==> config.mk <==
export PLATFORM = sky130hd
export DESIGN_NAME = hazard_unit_md
export DESIGN_NICKNAME = d
export VERILOG_FILES = /design/src/rtl/pipe_pkg.sv /design/src/rtl/md_seq.sv /design/src/rtl/hazard_unit_md.sv
export SDC_FILE = /design/constraint.sdc
export NUM_CORES = 1
export LEC_CHECK = 0
export ABC_AREA = 0
export BUFFER_PORTS_ARGS = -buffer_cell sky130_fd_sc_hd__buf_2
export CAP_MARGIN = 10
export CORE_UTILIZATION = 49
export CTS_CLUSTER_SIZE = 20
export DETAILED_ROUTE_END_ITERATION = 16
export GPL_TIMING_DRIVEN = 0
export HOLD_SLACK_MARGIN = 0.1
export PLACE_DENSITY_LB_ADDON = 0.15
export SYNTH_ARGS = -nofsm -noshare
export SYNTH_HDL_FRONTEND = slang
export SYNTH_HIERARCHICAL = 1
export SYNTH_SLANG_ARGS = --single-unit
export TNS_END_PERCENT = 5
==> constraint.sdc <==
create_clock -name clk -period 2 [get_ports clk]
set_input_delay 0 -clock clk [delete_from_list [all_inputs] [get_ports clk]]
set_output_delay 0 -clock clk [all_outputs]
set_load 0.02 [all_outputs]
==> src/rtl/pipe_pkg.sv <==
// rtl/pipe_pkg.sv - shared types and constants for the pipeline hazard unit
package pipe_pkg;

  typedef enum logic [1:0] {
    IDLE = 2'b00,
    RUN  = 2'b01,
    DONE = 2'b10
  } md_state_t;

  localparam logic [1:0] FWD_RF  = 2'b00;
  localparam logic [1:0] FWD_WB  = 2'b01;
  localparam logic [1:0] FWD_MEM = 2'b10;

  localparam logic MD_MUL = 1'b0;
  localparam logic MD_DIV = 1'b1;

endpackage

==> src/rtl/md_seq.sv <==
// rtl/md_seq.sv - multiply/divide sequencer tracking HI/LO busy state
module md_seq
  import pipe_pkg::*;
#(
  parameter int MUL_LAT = 4,
  parameter int DIV_LAT = 32
) (
  input  logic clk,
  input  logic reset,
  input  logic start,
  input  logic op,
  output logic busy,
  output logic done
);

  localparam int MAX_LAT = (MUL_LAT > DIV_LAT) ? MUL_LAT : DIV_LAT;
  localparam int CW      = $clog2(MAX_LAT + 1);
  localparam logic [CW-1:0] MUL_LOAD = CW'(MUL_LAT - 1);
  localparam logic [CW-1:0] DIV_LOAD = CW'(DIV_LAT - 1);

  md_state_t     state, state_n;
  logic [CW-1:0] cnt, cnt_n;

  always_ff @(posedge clk or negedge reset) begin
    if (!reset) begin
      state <= IDLE;
      cnt   <= '0;
    end else begin
      state <= state_n;
      cnt   <= cnt_n;
    end
  end

  // RUN lasts LAT cycles (cnt walks LAT-1 down to 0), then one DONE cycle
  always_comb begin
    state_n = state;
    cnt_n   = cnt;
    unique case (state)
      IDLE: begin
        if (start) begin
          cnt_n   = (op == MD_DIV) ? DIV_LOAD : MUL_LOAD;
          state_n = RUN;
        end
      end
      RUN: begin
        if (cnt == '0) state_n = DONE;
        else           cnt_n   = cnt - CW'(1);
      end
      DONE:    state_n = IDLE;
      default: state_n = IDLE;
    endcase
  end

  assign busy = (state != IDLE);
  assign done = (state == DONE);

endmodule

==> src/rtl/hazard_unit_md.sv <==
// rtl/hazard_unit_md.sv - forwarding, stall/flush control and mult/div interlock
module hazard_unit_md
  import pipe_pkg::*;
#(
  parameter int REGW    = 5,
  parameter int MUL_LAT = 4,
  parameter int DIV_LAT = 32,
  parameter int CNTW    = 16
) (
  input  logic            clk,
  input  logic            reset,
  input  logic [REGW-1:0] rsD,
  input  logic [REGW-1:0] rtD,
  input  logic [REGW-1:0] rsE,
  input  logic [REGW-1:0] rtE,
  input  logic [REGW-1:0] writeregE,
  input  logic [REGW-1:0] writeregM,
  input  logic [REGW-1:0] writeregW,
  input  logic            regwriteE,
  input  logic            regwriteM,
  input  logic            regwriteW,
  input  logic            memtoregE,
  input  logic            memtoregM,
  input  logic            branchD,
  input  logic            mdstartD,
  input  logic            mdstartE,
  input  logic            mdopE,
  input  logic            mfhiloD,
  output logic            stallF,
  output logic            stallD,
  output logic            flushE,
  output logic            forwardAD,
  output logic            forwardBD,
  output logic [1:0]      forwardAE,
  output logic [1:0]      forwardBE,
  output logic            mdbusy,
  output logic            mddone,
  output logic [CNTW-1:0] stall_cnt
);

  // Register 0 is hardwired, so a write to it never produces a dependency
  function automatic logic dep(input logic en, input logic [REGW-1:0] dst,
                               input logic [REGW-1:0] src);
    return en && (dst != '0) && (dst == src);
  endfunction

  function automatic logic [1:0] fwd_sel(input logic [REGW-1:0] src);
    if (dep(regwriteM, writeregM, src))      return FWD_MEM;
    else if (dep(regwriteW, writeregW, src)) return FWD_WB;
    else                                     return FWD_RF;
  endfunction

  logic lwstall, branchstall, mdstall, stall;

  assign forwardAE = fwd_sel(rsE);
  assign forwardBE = fwd_sel(rtE);
  assign forwardAD = dep(regwriteM, writeregM, rsD);
  assign forwardBD = dep(regwriteM, writeregM, rtD);

  assign lwstall = dep(memtoregE, writeregE, rsD) || dep(memtoregE, writeregE, rtD);

  assign branchstall = branchD &&
                       (dep(regwriteE, writeregE, rsD) || dep(regwriteE, writeregE, rtD) ||
                        dep(memtoregM, writeregM, rsD) || dep(memtoregM, writeregM, rtD));

  md_seq #(
    .MUL_LAT (MUL_LAT),
    .DIV_LAT (DIV_LAT)
  ) u_md_seq (
    .clk   (clk),
    .reset (reset),
    .start (mdstartE),
    .op    (mdopE),
    .busy  (mdbusy),
    .done  (mddone)
  );

  // HI/LO are written at the end of DONE, so readers wait through it too
  assign mdstall = (mfhiloD || mdstartD) && (mdbusy || mdstartE);

  assign stall  = lwstall || branchstall || mdstall;
  assign stallF = stall;
  assign stallD = stall;
  assign flushE = stall;

  always_ff @(posedge clk or negedge reset) begin
    if (!reset)                         stall_cnt <= '0;
    else if (stall && stall_cnt != '1)  stall_cnt <= stall_cnt + CNTW'(1);
  end

endmodule

Word-level counts from Yosys, hierarchy flattened

Cells that the tools add are included.

Add/sub/neg operators: 2
$mul: 0
Divide/modulo/power cells: 0
Order comparisons: 0
Equality and inequality tests: 14
Shifts and indexed selects: 0
Muxes and demuxes: 11
Bitwise operators: 0
Reduce and logical (&&, ||, !) cells: 37

Operators with widths:

| operator              | number |
|---|---|
| $eq 5x5->1            | 8 |
| $logic_and 1x1->1     | 20 |
| $add 16x1->16 const B | 1 |
| $ne 16x16->1 const B  | 1 |
| $reduce_bool 5->1     | 3 |
| $mux 6                | 2 |
| $pmux 6 s2            | 1 |
| $logic_or 1x1->1      | 8 |
| $mux 2                | 4 |
| $logic_not 6->1       | 1 |
| $sub 6x1->6 const B   | 1 |
| $mux 5                | 1 |
| $ne 2x2->1 const B    | 2 |
| $pmux 2 s2            | 1 |
| $reduce_bool 2->1     | 2 |
| $reduce_and 3->1      | 1 |
| $eq 2x1->1 const B    | 1 |
| $eq 2x2->1 const B    | 1 |
| $logic_not 2->1       | 1 |
| $mux 1                | 2 |
| $ne 2x1->1 const B    | 1 |
| $reduce_and 2->1      | 1 |

Bits in registers: 24
Bits in latches: 0
RAM bits: 0
Memory bits (read-only): 0
Input port bits: 47
Output and inout bits: 27
Word-level logic and storage cells: 67
Memories kept: 0

Longest topological paths before layout

Word-level depth: 10
Gate-level depth with buffers: 9

Hierarchy

Netlist, hierarchy kept.

Modules (own cells, without submodules):

| module         | instances | cells each | area an instance (µm²) | seq. area each (µm²) |
|---|---|---|---|---|
| hazard_unit_md | 1         | 146        | 1332.5                 | 400.4 |
| md_seq         | 1         | 57         | 539.3                  | 200.2 |

Worst setup path before layout

Ideal clock, no wire load.

Kind: register -> register
Start: register u_md_seq.state[1]
End: register stall_cnt[14]
Arrival time: 1812 ps
Data required time: 1872 ps
Slack: 60 ps
Cell stages (with the launch flop): 7
Path buffers: 0
Period minus slack after synthesis: 1940 ps
Cells stage by stage: dfrtp_1 -> inv_1 -> nand2_1 -> o22a_1 -> or3_4 -> nand4_1 -> mux2_1

Longest elaborated chain between the ends: 5

Ends and longest elaborated chain:

| what                     | RTL line             | text |
|---|---|---|
| start: declaration       | md_seq.sv:21         | `md_state_t state, state_n;` |
| start signal: assignment | md_seq.sv:29         | `state <= state_n;` |
| $reduce_bool 2->1        | md_seq.sv:54         | `assign busy = (state != IDLE);` |
| named net mdbusy         | hazard_unit_md.sv:36 | `output logic mdbusy,` |
| $logic_or 1x1->1         | hazard_unit_md.sv:79 | `assign mdstall = (mfhiloD \|\| mdstartD) && (mdbusy \|\| mdstartE);` |
| $logic_and 1x1->1        | hazard_unit_md.sv:79 |  |
| $logic_or 1x1->1         | hazard_unit_md.sv:81 | `assign stall = lwstall \|\| branchstall \|\| mdstall;` |
| named net flushE         | hazard_unit_md.sv:31 | `output logic flushE,` |
| $logic_and 1x1->1        | hazard_unit_md.sv:88 | `else if (stall && stall_cnt != '1) stall_cnt <= stall_cnt + CNTW'(1);` |
| end signal: assignment   | hazard_unit_md.sv:88 |  |
| end: declaration         | hazard_unit_md.sv:38 | `output logic [CNTW-1:0] stall_cnt` |

The timed path passes the listed nets, and every way through them passes these cells.
A chain may end at the register's enable or synchronous reset.

Worst setup path after layout

Start: register u_md_seq.state[1]
End: output port stallF

Longest elaborated chain between the ends: 4

Ends and longest elaborated chain:

| what              | RTL line             | text |
|---|---|---|
| $reduce_bool 2->1 | md_seq.sv:54         |  |
| $logic_or 1x1->1  | hazard_unit_md.sv:79 |  |
| $logic_and 1x1->1 | hazard_unit_md.sv:79 |  |
| $logic_or 1x1->1  | hazard_unit_md.sv:81 |  |
| end: declaration  | hazard_unit_md.sv:29 | `output logic stallF,` |

Every way passes these cells.

==> results.py <==
metrics = {
    "status": {
        "outcome": "complete, no violations",
    },
    "sta": {
        "fin_ws_ps": 88.7,
        "skew_ps": 7.37,
        "min_period_ps": 1910,
        "final-max-slew-violation-count": 0,
        "fmax_ghz": 0.523,
        "rsz0062_at_grt": "no",
        "hold_violations": 0,
        "worst_hold_slack_ps": 199,
        "timing.final.setup_violations": 0,
        "min_period_over_period": 0.956,
        "final.setup.tns_ps": 0,
        "relSlewSlack": 0.641,
        "worst_slew_pin_slew_ps": 539,
    },
    "routing": {
        "route.detailed.drc": 0,
        "antenna_left": 0,
        "wl_um": 4110,
        "via_count": 1726,
        "drtPass1Iterations": 4,
        "via_per_inst": 5.33,
        "drt_iter0_markers": 66,
        "routedWlPerCell_um": 12.7,
    },
    "synthesis": {
        "yosysSeqAreaShare": 0.321,
        "synthesis.nets": 253,
        "synth_top_family_by_area": "simple AND/OR/NAND/NOR gates",
        "synth_area_per_cell_um2": 9.22,
        "synth.yosys.warnings": 6,
        "ys_seq_elements": 24,
        "syn_area_mm2": 0.00187,
        "synth_mux_area_frac": 0.0180,
        "synth_ff_type": "dfrtp_1",
        "synthArstFlopShare": 1.00,
        "synth_enable_flop_cells": 0,
        "synth-simple-area-share": 0.255,
        "synthAdderAreaFrac": 0.0201,
        "synth_xor_area_frac": 0.248,
        "ys_types": 45,
        "synth_compound_area_frac": 0.102,
        "syn_inst": 203,
    },
    "place": {
        "post-place-cells": 319,
        "place_ws_ps": 50.3,
        "post-dp-hpwl_um": 3310,
        "portBuffers": 68,
        "gp_congestion": 0.811,
        "place_area_mm2": 0.00227,
    },
    "finish": {
        "diodes": 0,
        "instances_no_fill": 324,
        "utilization": 0.645,
        "fin_area_mm2": 0.00236,
        "layout.nets": 327,
        "syn_to_final_growth_pct": 26.1,
        "drive_gt1_frac": 0.337,
        "mostFrequentLayoutCells": "buf_2, xor2_1, xnor2_1",
        "mostFrequentLayoutCell": "buf_2",
    },
    "global_route": {
        "grt_max_degree": 25,
        "track_usage": 0.213,
        "grt_pass1_vias": 1612,
        "antenna_found_initial": 0,
        "grt_pass1_wl_um": 6890,
        "grt_overflow_total": 0,
    },
    "pwr": {
        "p_total_mw": 2.19,
        "p_leak_nw": 1.12,
        "cellPowerDensity_mw_per_mm2": 927,
        "peakVddDrop_uv": 402,
    },
    "setup_path": {
        "cpLargestDelayFamily": "simple AND/OR/NAND/NOR gates",
        "crit_chain": "inv_2 > nand2_1 > o22a_1 > or3_4 > buf_4 > buf_2",
        "critPathMaxFanout": 8,
        "cp_slowest_cell": "dfrtp_1",
        "worstPathArrival_ps": 1910,
        "worst_setup_path_start_kind": "flop",
        "crit_buf_inv": 3,
        "critPathMaxStageDelay_ps": 470,
        "end_kind": "output port",
        "critPathKind": "flop to output port",
        "crit_required_ps": 2000,
    },
    "die": {
        "die_area_mm2": 0.00407,
        "die_h_um": 63.8,
        "io_pins": 74,
        "initial_core_util": 0.511,
        "rows": 22,
        "fp.dieW_um": 63.8,
        "core_mm2": 0.00366,
    },
    "clock_tree": {
        "clkSlewWorstSetupHoldPaths_ps": 90,
        "clk_path_buf_depth": 2,
        "htreeDepth": 1,
        "cts_sinks": 24,
        "clock_latency_ps": 270,
        "clockRootBuffer": "clkbuf_8",
        "cts_tree": "done",
        "cts_buffers": 3,
        "postCtsSetupBuffers": 0,
    },
    "flow_run": {
        "cap_viol_max_count": 0,
    },
    "min_path": {
        "hp-class": "input pin to flop",
    },
}
==> where the power goes <==
part	switching, mW	internal, mW
clock	0.162	0.267
combinational	0.493	0.449
sequential	0.192	0.624
==> path summary, 6_finish.rpt <==
kind | from | end | slack (ps) | depth (start not counted)
worst max-delay path | u_md_seq/state[1] | stallF | 90 | 6
worst min-delay path | mdstartE | u_md_seq/cnt[5] | 200 | 3
worst max register to register | u_md_seq/state[1] | stall_cnt[14] | 110 | 6
worst min register to register | stall_cnt[9] | stall_cnt[9] | 490 | 1
max in group asynchronous | reset | stall_cnt[7] | 1380 | 2
min in group asynchronous | reset | stall_cnt[2] | 240 | 2
==> tightest hold or removal path, stage by stage <==
cell	delay [ps]
buf_2	140
a31oi_1	170
mux2_1	130
==> cells in the mapped netlist (3+ instances only) <==
| cell type | instances | area, um^2 |
|---|---|---|
| inv_1 | 5 | 18.8 |
| dfrtp_1 | 24 | 601 |
| nor3_1 | 12 | 60.1 |
| nand3_1 | 11 | 55.1 |
| a21oi_1 | 5 | 25.0 |
| xnor2_1 | 24 | 210 |
| buf_2 | 5 | 25.0 |
| mux2_1 | 3 | 33.8 |
| nand2b_1 | 5 | 31.3 |
| or4_1 | 3 | 22.5 |
| nand4_1 | 7 | 43.8 |
| and3_1 | 4 | 25.0 |
| nor4_1 | 4 | 25.0 |
| ha_1 | 3 | 37.5 |
| xor2_1 | 29 | 254 |
| nand2_1 | 12 | 45.0 |
| nor2_1 | 10 | 37.5 |
==> registers in the layout (all words and copies together), names as in the netlist <==
| name | count |
|---|---|
| u_md_seq/state | 2 |
| u_md_seq/cnt | 6 |
| stall_cnt | 16 |
==> per-layer routing <==
metal / track usage / wire length (um) / vias up
met2: 0.354 / 1930 / 66
met5: 0 / 0 / -
li1: - / - / 864
met4: 0.0682 / 44 / 0
met3: 0.0357 / 272 / 4
met1: 0.280 / 1860 / 792
==> area by class of cell <==
class | count | area [um^2]
inverters | 5 | 18.8
clock inverters | 1 | 30.0
plain buffers | 9 | 53.8
flip-flops and latches | 24 | 602
well taps | 48 | 60.1
repair buffers | 69 | 350
multi-input cells | 165 | 1200
fillers | 328 | 1300
clock buffers | 3 | 41.3
==> cells by family after synthesis <==
family | Yosys count
AO/OA/AOI/OAI | 24
XOR/XNOR | 53
adder cells (fa/ha/maj) | 3
buffers and inverters | 14
flip-flops | 24
multiplexers | 3
AND/OR/NAND/NOR | 82
==> timing repair <==
item,in CTS,in global routing
endpoints found under the hold margin,24,0
setup endpoints to repair,0,12
gates resized for setup,0,5
hold buffers,1,0
(Power assumes the default switching activity.)
